## src/rtl/uart_tx.sv

```systemverilog
// 8-bit UART transmitter: start bit, 8 data bits LSB first, optional parity, 1-2 stop bits.
// States IDLE/START/DATA/[PARITY]/STOP; define UART_TX_PARITY_EN to include the PARITY state.
module uart_tx #(
    parameter int CLKS_PER_BIT = 1,
    parameter int STOP_BITS    = 1,
    parameter int PARITY_ODD   = 0
) (
    input  logic       clk,
    input  logic       rst,
    input  logic [7:0] data_in,
    input  logic       valid,
    output logic       ready,
    output logic       tx,
    output logic       busy,
    output logic       done
);

`ifdef UART_TX_PARITY_EN
    typedef enum logic [2:0] {IDLE, START, DATA, PARITY, STOP} state_t;
    localparam logic PAR_INIT = 1'(PARITY_ODD);
`else
    typedef enum logic [2:0] {IDLE, START, DATA, STOP} state_t;
`endif

    localparam int             CW        = (CLKS_PER_BIT > 1) ? $clog2(CLKS_PER_BIT) : 1;
    localparam logic [CW-1:0]  CNT_LAST  = CW'(CLKS_PER_BIT - 1);
    localparam logic           STOP_LAST = (STOP_BITS == 2);

    if (CLKS_PER_BIT < 1 || (STOP_BITS != 1 && STOP_BITS != 2) ||
        (PARITY_ODD != 0 && PARITY_ODD != 1)) begin : g_bad_param
        $error("uart_tx: illegal parameter value");
    end

    state_t         state;
    logic [CW-1:0]  cnt;
    logic [2:0]     bit_idx;
    logic           stop_idx;
    logic [7:0]     shreg;
    logic           bit_end;
    logic           final_stop;
    logic           accept;

    assign bit_end    = (cnt == CNT_LAST);
    assign final_stop = (state == STOP) && bit_end && (stop_idx == STOP_LAST);
    // Opening ready in the last stop cycle lets the next start bit follow with no gap.
    assign ready      = (state == IDLE) || final_stop;
    assign done       = final_stop;
    assign accept     = valid && ready;

    always_ff @(posedge clk or posedge rst) begin
        if (rst) begin
            state    <= IDLE;
            cnt      <= '0;
            bit_idx  <= '0;
            stop_idx <= 1'b0;
            shreg    <= '0;
            tx       <= 1'b1;
            busy     <= 1'b0;
        end else if (accept) begin
            state    <= START;
            cnt      <= '0;
            bit_idx  <= '0;
            stop_idx <= 1'b0;
            shreg    <= data_in;
            tx       <= 1'b0;
            busy     <= 1'b1;
        end else begin
            case (state)
                IDLE: begin
                    cnt <= '0;
                end
                START: begin
                    if (bit_end) begin
                        state <= DATA;
                        cnt   <= '0;
                        tx    <= shreg[0];
                    end else begin
                        cnt <= cnt + CW'(1);
                    end
                end
                DATA: begin
                    if (bit_end) begin
                        cnt <= '0;
                        if (bit_idx == 3'd7) begin
`ifdef UART_TX_PARITY_EN
                            state <= PARITY;
                            tx    <= (^shreg) ^ PAR_INIT;
`else
                            state    <= STOP;
                            stop_idx <= 1'b0;
                            tx       <= 1'b1;
`endif
                        end else begin
                            bit_idx <= bit_idx + 3'd1;
                            tx      <= shreg[bit_idx + 3'd1];
                        end
                    end else begin
                        cnt <= cnt + CW'(1);
                    end
                end
`ifdef UART_TX_PARITY_EN
                PARITY: begin
                    if (bit_end) begin
                        state    <= STOP;
                        cnt      <= '0;
                        stop_idx <= 1'b0;
                        tx       <= 1'b1;
                    end else begin
                        cnt <= cnt + CW'(1);
                    end
                end
`endif
                STOP: begin
                    if (bit_end) begin
                        cnt <= '0;
                        if (stop_idx == STOP_LAST) begin
                            state <= IDLE;
                            busy  <= 1'b0;
                        end else begin
                            stop_idx <= 1'b1;
                        end
                    end else begin
                        cnt <= cnt + CW'(1);
                    end
                end
                default: begin
                    state <= IDLE;
                    cnt   <= '0;
                    tx    <= 1'b1;
                    busy  <= 1'b0;
                end
            endcase
        end
    end

endmodule

```

## config.mk

```make
export PLATFORM = sky130hd
export DESIGN_NAME = uart_tx
export DESIGN_NICKNAME = d
export VERILOG_FILES = /design/src/rtl/uart_tx.sv
export SDC_FILE = /design/constraint.sdc
export NUM_CORES = 1
export LEC_CHECK = 0
export CAP_MARGIN = 20
export CELL_PAD_IN_SITES_DETAIL_PLACEMENT = 1
export CELL_PAD_IN_SITES_GLOBAL_PLACEMENT = 1
export CORE_MARGIN = 10
export CORE_UTILIZATION = 25
export DETAILED_ROUTE_END_ITERATION = 8
export PLACE_DENSITY = 0.57
export SYNTH_ARGS = -nofsm -noshare
export SYNTH_HDL_FRONTEND = slang
export SYNTH_SLANG_ARGS = --single-unit
```

## constraint.sdc

```tcl
create_clock -name clk -period 4.9 [get_ports clk]
set_input_delay 1.225 -clock clk [delete_from_list [all_inputs] [get_ports clk]]
set_output_delay 1.225 -clock clk [all_outputs]
set_load 0.02 [all_outputs]
```

==> summary.md, run 1 <==
| Metric | Value |
|---|---|
| Clock transition at path regs | `0.09 ns` |
| CTS sink count | `15` |
| Port buffer count | `14` |
| DR vias/cell | `4.24` |
| Cell-internal power | `0.408 mW` |
| Die X | `76.3 µm` |
| Yosys reg bits | `15` |
| Crit Path Class | `flip-flop to output port` |
| DRC viols | `0` |
| Comb power frac | `54.8%` |
| Ys Warns | `0` |
| CTS Buffer Depth | `2` |
| Gr usage total | `5.65%` |
| Die area | `0.00582 mm²` |
| Die height | `76.3 µm` |
| IO Count | `15` |
| H-Tree Depth | `1` |
| Initial antenna violation count | `0` |
| Placed insts | `121` |
| Status | `complete, no violations` |
| Largest net degree at the start of global routing | `16` |
| Fillcell total | `363` |
| TritonCTS Buffers | `3` |
| Worst hold slack | `0.507 ns` |
| CTS tree | `built` |
| Worst min path class | `flip-flop to flip-flop` |
| RD Place Congestion | `0.769` |
| Achievable frequency | `315 MHz` |
| Non-Filler Instances | `125` |
| Worst slew pin tran | `0.902 ns` |
| Diode count | `0` |
| Post-CTS Hold Buffers | `0` |
| Clk pwr share | `10.7%` |
| Multi-input gate area | `384 µm²` |
| Max FO, Critical Path | `4` |
| Clock skew | `0.00299 ns` |
| Min Clock Period, post-route | `3.17 ns` |
| Starting Density | `25.9%` |
| Share of cells above drive strength 1 | `18.5%` |
| DRT Wirelength | `1.60 mm` |
| Max IR drop VDD | `172 µV` |
| WP data arrival | `1.95 ns` |
| TritonRoute pass-1 iters | `2` |
| Headroom to the max-slew limit | `39.7%` |
| Critical Path RT | `3.67 ns` |
| Final setup vio count | `0` |
| Area growth syn-to-layout | `26.9%` |
| RSZ-0062 raised after global routing | `no` |
| Grt total ovfl | `0` |
| CORE AREA | `0.00305 mm²` |
| HPWL after DPL | `1.26 mm` |
| Total power | `0.664 mW` |
| Sequential fraction of the synthesis area | `47.6%` |
| WL per Instance | `12.8 µm` |
| Final Worst Setup Slack | `1.73 ns` |
| Synth Area per Inst | `12.2 µm²` |
| Share of power burned in registers | `34.5%` |
| Post-Syn Instances | `65` |
| First-pass GRT wire length | `2.79 mm` |
| PostCTS Resize Cnt | `0` |
| Row count | `20` |
| Vias in the first global route | `580` |
| Tcrit/Tclk final | `64.7%` |
| Fin nets | `99` |
| Worst-skew pair later-pin latency | `0.28 ns` |
| Leak | `0.447 nW` |
| Post-CTS Setup Inserts | `0` |
| Commonest non-fill, non-tap cells in the layout | `14 x dfrtp_1, 14 x clkdlybuf4s50_1, 9 x mux2_2` |
| DRT iter0 DRCs | `30` |
| Cell Area, Synth | `792 µm²` |
| Max-Cap Viols | `0` |
| Storage element area | `377 µm²` |
| Dpl ws | `1.81 ns` |
| Sw frac | `38.4%` |
| TNS Setup | `0 ns` |
| Switching pwr | `0.255 mW` |
| Root buf cell | `clkbuf_4` |
| Via count | `530` |
| Setup crit end kind | `output port` |
| Max-slew violations | `0` |
| PwrDens | `660 mW/mm²` |
| Startpoint types | `flip-flop` |
| Final hold vios | `0` |
| Distinct cells, synth | `23` |
| Final ANT Viol Nets | `0` |
| Net Count, Synth | `82` |
-- state kept, by name (all words and copies together) (netlist names) --
| register | count |
|---|---|
| tx | 1 |
| busy | 1 |
| bit_idx | 3 |
| shreg | 8 |
| state | 2 |
-- per-layer routing --
metal  routed length [µm]  vias to the layer above  GRT usage [%]  part of all wire (%)
li1                     -                      258              -                     -
met1                  777                      260           7.15                    48
met2                  730                       12           8.76                    46
met3                   97                        0           2.00                   6.0
met4                    0                        0           1.67                     0
met5                    0                        -              0                     0
-- logic make-up (layout without fill, tap and decap cells) --
group / after synthesis / after routing / share of synthesized area [%]
DFF: 15 / 15 / 47.6
AOI/OAI and AO/OA: 9 / 9 / 9.16
muxes: 13 / 13 / 20.5
buffers and inverters: 8 / 24 / 3.95
and+or+nand+nor: 13 / 13 / 8.22
xor gates and xnor gates: 1 / 1 / 1.11
adders and majority gates: 6 / 6 / 9.48
-- through the flow --
stage	instance area, µm²	utilization, %
finish	1000	32.9
global route	1000	32.9
CTS	1000	32.9
detailed placement	978	32.0
global placement	978	32.0
floorplan	792	-
-- final timing paths --
check                         start       end  slack [ns]  depth (start not counted)
max                        state[0]     ready        1.73                          4
min                        shreg[2]  shreg[2]        0.51                          1
max reg2reg                state[0]  shreg[1]        2.81                          4
min reg2reg                shreg[2]  shreg[2]        0.51                          1
max in group asynchronous       rst  shreg[2]        3.22                          2
min in group asynchronous       rst  shreg[4]        1.30                          2
-- power groups by stage --
stage | Sequential [mW] | Clock, mW | Combinational [mW]
5_1_grt | 0.240 | 0.0786 | 0.407
3_5_place_dp | 0.234 | 0 | 0.371
3_3_place_gp | 0.232 | 0 | 0.365
6_report | 0.229 | 0.0712 | 0.364
2_1_floorplan | 0.229 | 0 | 0.272
4_1_cts | 0.231 | 0.0741 | 0.375
-- critical path, cell delays in order, from the launching register on --
cell and delay (ns):
dfrtp_1 0.42, inv_1 0.09, ha_1 0.34, inv_1 0.18, clkdlybuf4s50_1 0.64
-- final cells by class --
class | instances | area share, %
clock buffer | 4 | 2.62
inverter | 6 | 2.24
timing repair buffer | 14 | 13.9
tap | 44 | 5.48
multi-input combinational | 42 | 38.2
sequential | 15 | 37.5
-- cell usage after synthesis --
library cell	number	area share, %
a2111oi_4	1	3.5
a21o_1	1	0.95
a21oi_1	3	1.9
a31oi_1	1	0.79
and2_1	1	0.79
buf_2	1	0.63
clkbuf_1	1	0.47
dfrtp_1	14	44
dfstp_2	1	3.3
ha_1	6	9.5
inv_1	6	2.8
mux2_2	9	13
mux2_4	1	1.9
mux2i_1	2	2.5
mux4_1	1	3.3
nand2_1	2	0.95
nand2b_1	2	1.6
nand3b_1	1	0.95
nor2_1	5	2.4
nor2b_1	2	1.6
o21ai_0	2	1.3
o22ai_1	1	0.79
xor2_1	1	1.1
(Power assumes the default switching activity.)
==> inputs of run 2 (changes only) <==
==> constraint.sdc (replaced) <==
create_clock -name clk -period 3 [get_ports clk]
set_input_delay 0.75 -clock clk [delete_from_list [all_inputs] [get_ports clk]]
set_output_delay 0.75 -clock clk [all_outputs]
set_load 0.02 [all_outputs]
==> run 2 against run 1 <==
First-iteration DRC count fell by 50%. Clock power rose by 56%. Utilization rose by 0.25 points. Non-clock buffer count rose by 1. Via count rose by 1.5%. Register-to-register slack got worse by 1.5 ns.
==> summary.md, run 2 (synthesized netlist as in run 1, its figures left out) <==
| Metric | Value |
|---|---|
| HPWL after DPL | `1.25 mm (-0.15%)` |
| WL per Instance | `12.0 µm (-6.7%)` |
| Buffers & Inverters on Critical Path | `3 (unchanged)` |
| Diode count | `0 (unchanged)` |
| TNS Setup | `0 ns (unchanged)` |
| Tcrit/Tclk final | `87.8%` |
| Routed length on met1 | `752 µm (-3.2%)` |
| TritonCTS Buffers | `3 (unchanged)` |
| H-Tree Depth | `1 (unchanged)` |
| Top Layer Used | `met3` |
| Max-Cap Viols | `0 (unchanged)` |
| Startpoint types | `flip-flop` |
| RD Place Congestion | `0.787 (+2.4%)` |
| Post-CTS Hold Buffers | `0 (unchanged)` |
| CP Launch Point | `state[0]` |
| FF-to-FF End | `state[1]` |
| CTS Buffer Depth | `2 (unchanged)` |
| Wire length on met2 | `674 µm (-7.7%)` |
| RSZ-0062 raised after global routing | `no` |
| Max FO, Critical Path | `4 (unchanged)` |
| CTS tree | `built` |
| Vias in the first global route | `586 (+1.0%)` |
| TritonRoute pass-1 iters | `2 (unchanged)` |
| Post-CTS Setup Inserts | `0 (unchanged)` |
| Die X | `76.3 µm (unchanged)` |
| Leak | `0.452 nW (+1.1%)` |
| Cells along the critical path | `inv_1, ha_1, inv_1, clkdlybuf4s50_1` |
| Final hold vios | `0 (unchanged)` |
| Most used cell, CP | `inv_1` |
| Critical Path RT | `2.25 ns (-1.42 ns)` |
| Worst-skew pair later-pin latency | `0.27 ns (about the same)` |
| Non-Filler Instances | `126 (+0.80%)` |
| Max-slew violations | `0 (unchanged)` |
| Share of cells above drive strength 1 | `19.5% (+0.99 points)` |
| Routed wl met3 | `82 µm (-15%)` |
| Starting Density | `25.9% (unchanged)` |
| Final setup vio count | `0 (unchanged)` |
| Final ANT Viol Nets | `0 (unchanged)` |
| Worst min path class | `flip-flop to flip-flop` |
| Grt total ovfl | `0 (unchanged)` |
| Largest net degree at the start of global routing | `16 (unchanged)` |
| Crit path capture | `ready` |
| DRC viols | `0 (unchanged)` |
| Placed insts | `122 (+0.83%)` |
| Max IR drop VDD | `272 µV (+58%)` |
| WP data arrival | `1.88 ns (-0.07 ns)` |
| Crit Path Class | `flip-flop to output port` |
| Gr usage total | `5.58% (-0.070 points)` |
| DRT Wirelength | `1.51 mm (-5.9%)` |
| Worst path depth | `4 (unchanged)` |
| Die area | `0.00582 mm² (unchanged)` |
| CP max stage cell | `clkdlybuf4s50_1` |
| IO Count | `15 (unchanged)` |
| FF-to-FF path depth | `5 (+1)` |
| Commonest non-fill, non-tap cells in the layout | `14 x dfrtp_1, 14 x clkdlybuf4s50_1, 9 x mux2_2` |
| Worst slew pin tran | `0.567 ns (-0.335 ns)` |
| Max reg flops | `8 (unchanged)` |
| Setup crit end kind | `output port` |
| First-pass GRT wire length | `2.73 mm (-2.0%)` |
| Clock transition at path regs | `0.09 ns (about the same)` |
| Top Registers | `shreg x8, bit_idx x3, state x2` |
| Row count | `20 (unchanged)` |
| Kind of cell adding the most delay to the critical path | `buffers and inverters` |
| Min Clock Period, post-route | `2.63 ns` |
| Port buffer count | `14 (unchanged)` |
| RR Startpoint | `bit_idx[0]` |
| Headroom to the max-slew limit | `62.1% (+22 points)` |
| Largest register by flop count | `shreg` |
| Achievable frequency | `380 MHz` |
| Reg2Reg Setup Slack | `1.30 ns (-1.51 ns)` |
| Die height | `76.3 µm (unchanged)` |
| Via count | `538 (+1.5%)` |
| CTS sink count | `15 (unchanged)` |
| Status | `complete, no violations` |
| Clock skew | `0.00368 ns (+0.000692 ns)` |
| DR vias/cell | `4.27 (+0.70%)` |
| DRT iter0 DRCs | `15 (-50%)` |
| Fin nets | `100 (+1.0%)` |
| CORE AREA | `0.00305 mm² (unchanged)` |
| Initial antenna violation count | `0 (unchanged)` |
| Crit path largest cell delay | `0.64 ns (about the same)` |
| Area growth syn-to-layout | `27.8%` |
| Root buf cell | `clkbuf_4` |
| PostCTS Resize Cnt | `0 (unchanged)` |
| PwrDens | `1070 mW/mm² (+63%)` |
run 2: how the worst min path moves through the flow:
stage / start / to / cells after the start
floorplan: shreg[2] / shreg[2] / 1
global placement: shreg[2] / shreg[2] / 1
detailed placement: shreg[2] / shreg[2] / 1
CTS: shreg[2] / shreg[2] / 1
global route: shreg[1] / shreg[1] / 1
finish: shreg[2] / shreg[2] / 1
run 2: metrics by stage:
step | utilization, % | cell area (µm²) | total power, mW | hold WS (ns) | setup slack (ns)
floorplan | - | 792 | 0.819 | 0.472 | 1.26
global placement | 32.3 | 986 | 0.988 | 0.487 | 0.680
detailed placement | 32.3 | 986 | 0.993 | 0.497 | 0.658
CTS | 33.2 | 1010 | 1.11 | 0.518 | 0.341
global route | 33.2 | 1010 | 1.20 | 0.540 | 0.216
finish | 33.2 | 1010 | 1.09 | 0.512 | 0.366
run 2: power by group:
part	leakage, nW	total (mW)	internal [mW]	switching, mW
clock network	0.0150	0.111	0.0515	0.0599
registers	0.179	0.372	0.308	0.0644
logic	0.258	0.603	0.317	0.287
total	0.452	1.09	0.676	0.411
run 2: metal layers:
layer  track usage [%]  up-vias
met2              8.16       12
met3              1.89        0
met1              7.09      264
li1                  -      262
met5                 0        -
met4              2.79        0
run 2: area by class of cell:
class                           instances  area (µm²)
Clock buffer                            4        26.3
Fill cell                             358        2040
Inverter                                6        22.5
Multi-Input combinational cell         42         384
Sequential cell                        15         377
Tap cell                               44        55.1
Timing Repair Buffer                   15         148
